`src/rtl/fetch_controller.sv`:
```
// -----------------------------------------------------------------------------
// fetch_controller
//
// Instruction-fetch sequencer for the RV32 core. It owns the program counter,
// presents it combinationally to instruction memory, and captures each
// returned word together with its PC in a small FIFO. Decode drains the FIFO
// over a valid/ready handshake. start/halt_req control fetching, and a
// redirect loads a new PC and flushes everything that was buffered.
//
// Ports:
//   clk              core clock, all state updates on the rising edge
//   rst_n            synchronous active-low reset
//   start            begin/resume fetching (IDLE or HALTED only)
//   halt_req         stop fetching and drain the buffer (RUN only)
//   redirect_valid   load redirect_target into pc and flush the buffer
//   redirect_target  new PC; low two bits are dropped
//   imem_addr        address to instruction memory (equals pc)
//   imem_instr       combinational read data from instruction memory
//   if_valid         buffer head is valid
//   if_ready         decode accepts the head
//   if_instr         head instruction, 0 when empty
//   if_pc            PC of head instruction, 0 when empty
//   busy             high in RUN or DRAIN
//   misalign_err     sticky: a redirect target was not word-aligned
// -----------------------------------------------------------------------------
module fetch_controller #(
    parameter logic [31:0] RESET_PC = 32'h0000_0000,
    parameter int          DEPTH    = 2
) (
    input  logic        clk,
    input  logic        rst_n,
    input  logic        start,
    input  logic        halt_req,
    input  logic        redirect_valid,
    input  logic [31:0] redirect_target,
    output logic [31:0] imem_addr,
    input  logic [31:0] imem_instr,
    output logic        if_valid,
    input  logic        if_ready,
    output logic [31:0] if_instr,
    output logic [31:0] if_pc,
    output logic        busy,
    output logic        misalign_err
);

    localparam int AW = $clog2(DEPTH);
    localparam int CW = AW + 1;

    typedef enum logic [1:0] {
        IDLE   = 2'd0,
        RUN    = 2'd1,
        DRAIN  = 2'd2,
        HALTED = 2'd3
    } state_t;

    state_t          state_q, state_d;
    logic [31:0]     pc_q, pc_d;
    logic [AW-1:0]   rd_ptr_q, rd_ptr_d;
    logic [AW-1:0]   wr_ptr_q, wr_ptr_d;
    logic [CW-1:0]   count_q, count_d;
    logic            misalign_q, misalign_d;
    logic            busy_q, busy_d;

    logic [31:0]     buf_instr [DEPTH];
    logic [31:0]     buf_pc    [DEPTH];

    logic            pop;
    logic            fetch_en;

    // A pop is allowed while full together with a push, so a stalled-free
    // stream sustains one word per cycle even at DEPTH entries.
    always_comb begin
        pop      = (count_q != '0) && if_ready;
        fetch_en = (state_q == RUN) && !redirect_valid && !halt_req &&
                   ((count_q < CW'(DEPTH)) || pop);
    end

    // Next-state logic. A redirect overrides pops, pushes and the normal
    // state transitions; the buffer is emptied by rewinding both pointers.
    always_comb begin
        state_d    = state_q;
        pc_d       = pc_q;
        rd_ptr_d   = rd_ptr_q;
        wr_ptr_d   = wr_ptr_q;
        count_d    = count_q;
        misalign_d = misalign_q;

        if (redirect_valid) begin
            pc_d     = {redirect_target[31:2], 2'b00};
            rd_ptr_d = '0;
            wr_ptr_d = '0;
            count_d  = '0;
            if (redirect_target[1:0] != 2'b00) begin
                misalign_d = 1'b1;
            end
            if (state_q == DRAIN) begin
                state_d = HALTED;
            end
        end else begin
            if (pop) begin
                rd_ptr_d = rd_ptr_q + AW'(1);
            end
            if (fetch_en) begin
                wr_ptr_d = wr_ptr_q + AW'(1);
                pc_d     = pc_q + 32'd4;
            end
            case ({fetch_en, pop})
                2'b10:   count_d = count_q + CW'(1);
                2'b01:   count_d = count_q - CW'(1);
                default: count_d = count_q;
            endcase

            case (state_q)
                IDLE:    if (start)    state_d = RUN;
                RUN:     if (halt_req) state_d = DRAIN;
                DRAIN:   if (count_q == '0) state_d = HALTED;
                HALTED:  if (start)    state_d = RUN;
                default: state_d = IDLE;
            endcase
        end

        busy_d = (state_d == RUN) || (state_d == DRAIN);
    end

    always_ff @(posedge clk) begin
        if (!rst_n) begin
            state_q    <= IDLE;
            pc_q       <= RESET_PC;
            rd_ptr_q   <= '0;
            wr_ptr_q   <= '0;
            count_q    <= '0;
            misalign_q <= 1'b0;
            busy_q     <= 1'b0;
        end else begin
            state_q    <= state_d;
            pc_q       <= pc_d;
            rd_ptr_q   <= rd_ptr_d;
            wr_ptr_q   <= wr_ptr_d;
            count_q    <= count_d;
            misalign_q <= misalign_d;
            busy_q     <= busy_d;
        end
    end

    // Storage needs no reset: entries are only visible through count_q.
    always_ff @(posedge clk) begin
        if (fetch_en) begin
            buf_instr[wr_ptr_q] <= imem_instr;
            buf_pc[wr_ptr_q]    <= pc_q;
        end
    end

    always_comb begin
        imem_addr    = pc_q;
        if_valid     = (count_q != '0);
        if_instr     = if_valid ? buf_instr[rd_ptr_q] : 32'd0;
        if_pc        = if_valid ? buf_pc[rd_ptr_q]    : 32'd0;
        busy         = busy_q;
        misalign_err = misalign_q;
    end

endmodule

```
`config.mk`:
```
export PLATFORM = sky130hd
export DESIGN_NAME = fetch_controller
export DESIGN_NICKNAME = d
export VERILOG_FILES = /design/src/rtl/fetch_controller.sv
export SDC_FILE = /design/constraint.sdc
export NUM_CORES = 1
export LEC_CHECK = 0
export BUFFER_PORTS_ARGS = -buffer_cell sky130_fd_sc_hd__buf_2
export CAP_MARGIN = 20
export CORE_UTILIZATION = 35
export DETAILED_ROUTE_END_ITERATION = 12
export PLACE_DENSITY = 0.67
export SYNTH_ARGS = -nofsm -noshare
export SYNTH_HDL_FRONTEND = slang
export SYNTH_SLANG_ARGS = --single-unit
```
`constraint.sdc`:
```
create_clock -name clk -period 4.8 [get_ports clk]
set_input_delay 0.96 -clock clk [delete_from_list [all_inputs] [get_ports clk]]
set_output_delay 0.96 -clock clk [all_outputs]
set_load 0.05 [all_outputs]
```
==> flow_metrics.py <==
metrics = {
    "run_status": {
        "status": "finished clean",
    },
    "floorplan": {
        "die_w_um": 142,
        "die-area_um2": 20100,
        "start_util_pct": 36.1,
        "pin_count": 169,
        "num_rows": 50,
        "die_y_um": 142,
        "core_area_um2": 19000,
    },
    "setup_path": {
        "worst_setup_path_start_kind": "flip-flop",
        "crit_chain": "nor2_4, buf_4, nor2_1, buf_2",
        "regToRegSetupSlack_ps": 2060,
        "end_kind": "output pin",
        "r2r_cells": 7,
        "r2r_start": "state_q[1]",
        "cp_data_arrival_time_ps": 2200,
        "rr_endpoint": "buf_instr[0][18]",
        "cp.required_ps": 3840,
        "path_depth": 4,
        "slowest_stage": "nor2_4",
        "cpLargestDelayFamily": "simple AND/OR/NAND/NOR gates",
        "critical_path_class": "flip-flop to output pin",
        "cpPeakStageDelay_ps": 630,
        "crit_fanout": 34,
        "crit_buf_inv": 2,
    },
    "finish": {
        "final_cell_mix": "buf_2, edfxtp_1, nor2_1",
        "syn_to_final_growth_pct": 26.3,
        "nNetsFinal": 767,
        "drive_above_1_share_pct": 30.7,
        "antenna_cells": 0,
        "final_common_cell": "buf_2",
    },
    "clock_network": {
        "cts_tree": "yes",
        "cts_setup_buffers": 0,
        "cts_buffers": 17,
        "clockBufferDepth": 2,
        "cts_hold_buf": 0,
        "cts_resized": 0,
        "cts_root_buf": "clkbuf_16",
        "clkTransAtPathRegs_ps": 70,
        "htree_num_levels": 4,
        "clk_latency_ps": 420,
        "numClockSinks": 163,
    },
    "drt": {
        "drt_drc_violations_left": 0,
        "via_per_inst": 4.80,
        "post_drt_wl_per_cell_um": 16.5,
        "postRouteAntennaNets": 0,
        "vias": 4625,
        "drt-pass1-iter-count": 4,
        "wl_um": 15900,
        "drt-initial-drc-count": 368,
    },
    "place": {
        "dp_hpwl_um": 10800,
        "portBuffers": 164,
        "gp_congestion": 0.795,
    },
    "hold_path": {
        "hp-start": "misalign_err",
        "holdPathEnd": "misalign_err",
        "min-delay-path-class": "flip-flop to flip-flop",
        "hold_depth": 2,
    },
    "synth": {
        "synth_seq_area_share_pct": 65.8,
        "post_synth_num_cell_types": 41,
        "synth.avg_cell_area_um2": 13.0,
        "yosysWarnings": 0,
        "synth_area_um2": 6850,
        "synth_seq_cells": 163,
        "syn_inst": 528,
    },
    "timing": {
        "tns_ps": 0,
        "finalHoldViolations": 0,
        "worstMarginPinSlew_ps": 970,
        "maxSlewViolCount": 0,
        "finalCriticalPeriod_ps": 3160,
        "relSlewSlack_pct": 34.8,
        "fin_crit_sh_pct": 65.8,
        "fin_skew_ps": 18.5,
        "rsz0062_at_grt": "false",
        "setup_viol": 0,
        "hold_ws_ps": 451,
        "fmax_mhz": 317,
    },
    "global_routing": {
        "grt.total_usage_pct": 16.1,
        "grt_pass1_vias": 4423,
        "antenna_found_initial": 0,
        "overflow": 0,
        "grt_max_degree": 63,
        "grt_pass1_wl_um": 24300,
    },
    "job": {
        "drv_cap": 0,
    },
    "power_and_ir_drop": {
        "leakagePower_uw": 0.00329,
        "power_per_cell_area_nw_per_um2": 402,
        "peakVddDrop_mv": 0.222,
    },
}
## through the flow
step | utilization (%) | setup slack, ps | std cells | power [µW] | area (µm²)
2_1_floorplan | - | 70.0 | 531 | 1840 | 6860
3_3_place_gp | 41.9 | 1450 | 931 | 1940 | 7940
3_5_place_dp | 41.9 | 1410 | 931 | 1950 | 7940
4_1_cts | 45.5 | 1540 | 963 | 3520 | 8620
5_1_grt | 45.6 | 1460 | 964 | 3590 | 8650
6_report | 45.6 | 1640 | 964 | 3480 | 8650
## cells in the mapped netlist
library cell / n / area, µm²
xor2_1: 21 / 184
dfxtp_1: 39 / 781
mux2_2: 1 / 11.3
nor4_1: 2 / 12.5
and3_2: 1 / 7.51
and2b_1: 1 / 7.51
a21boi_0: 1 / 7.51
nor3_2: 2 / 20.0
nand2b_1: 3 / 18.8
edfxtp_1: 124 / 3720
buf_2: 8 / 40.0
conb_1: 1 / 3.75
nand3_1: 11 / 55.1
and4_1: 4 / 35.0
nor2_1: 81 / 304
o21ai_0: 25 / 125
and2_1: 6 / 37.5
o221a_2: 1 / 11.3
inv_1: 8 / 30.0
and3_1: 11 / 68.8
xnor2_1: 8 / 70.1
a21oi_1: 22 / 110
or2_0: 1 / 6.26
a31oi_1: 6 / 37.5
or4_1: 1 / 7.51
nand4_2: 1 / 12.5
nand4_1: 11 / 68.8
nor3_4: 2 / 32.5
nand3_2: 3 / 30.0
mux2i_1: 65 / 651
nor3_1: 1 / 5.00
o31ai_1: 2 / 15.0
buf_4: 4 / 30.0
o22ai_1: 7 / 43.8
clkbuf_1: 17 / 63.8
o21ba_2: 1 / 10.0
nand2_1: 13 / 48.8
o211a_1: 2 / 20.0
or3_1: 3 / 18.8
ha_1: 6 / 75.1
nand4b_1: 1 / 8.76
## worst reg2reg max path: cells and delay by family, from the launching register on
| family | cells | cell delay [ps] |
|---|---|---|
| adders and majority gates | 1 | 170 |
| DFF | 1 | 320 |
| and+or+nand+nor | 4 | 1290 |
| buffers and inverters | 2 | 610 |
## flip-flops by register name, summed over array words and instances, names as in the netlist, named ones only
name and flops:
buf_instr 64, rd_ptr_q 1, wr_ptr_q 1, imem_addr 30, state_q 2, misalign_err 1, count_q 2, buf_pc 60
busy 1
## layout make-up
cell class / instances / area (µm²)
clock buffer: 18 / 429
clock inverter: 14 / 258
fill: 1761 / 10300
inverter: 8 / 30.0
multi-input combinational: 331 / 2210
sequential: 163 / 4510
tap: 260 / 325
timing repair buffer: 170 / 886
## kinds of logic after synthesis
group | after synthesis | synth area share, %
buffers and inverters | 37 | 2.39
multiplexers | 66 | 9.66
other | 1 | 0.0548
AND/OR/NAND/NOR | 159 | 11.8
adder cells (fa/ha/maj) | 6 | 1.10
flip-flops | 163 | 65.8
AO/OA/AOI/OAI | 67 | 5.55
XOR/XNOR | 29 | 3.71
## worst max path at each step
| stage | from | to | slack (ps) |
|---|---|---|---|
| finish | count_q[1] | if_pc[6] | 1640 |
| global route | count_q[1] | if_pc[6] | 1460 |
| CTS | count_q[1] | if_pc[19] | 1540 |
| detailed placement | redirect_valid | buf_instr[0][12] | 1410 |
| global placement | redirect_valid | buf_instr[0][12] | 1450 |
| floorplan | redirect_valid | buf_instr[0][0] | 70 |
## power breakdown
group,total (µW),internal [µW],switching [µW]
clock,1560,1030,535
combinational,307,89.0,218
sequential,1610,1560,46.2
## metal layers
metal | vias to the layer above | GRT usage [%] | routed length (µm)
li1 | 2258 | - | -
met1 | 2217 | 21.0 | 7320
met2 | 141 | 26.5 | 7680
met3 | 9 | 3.68 | 811
met4 | 0 | 5.09 | 94
met5 | - | 0 | 0
No activity file was read; power rests on OpenSTA's default activity.
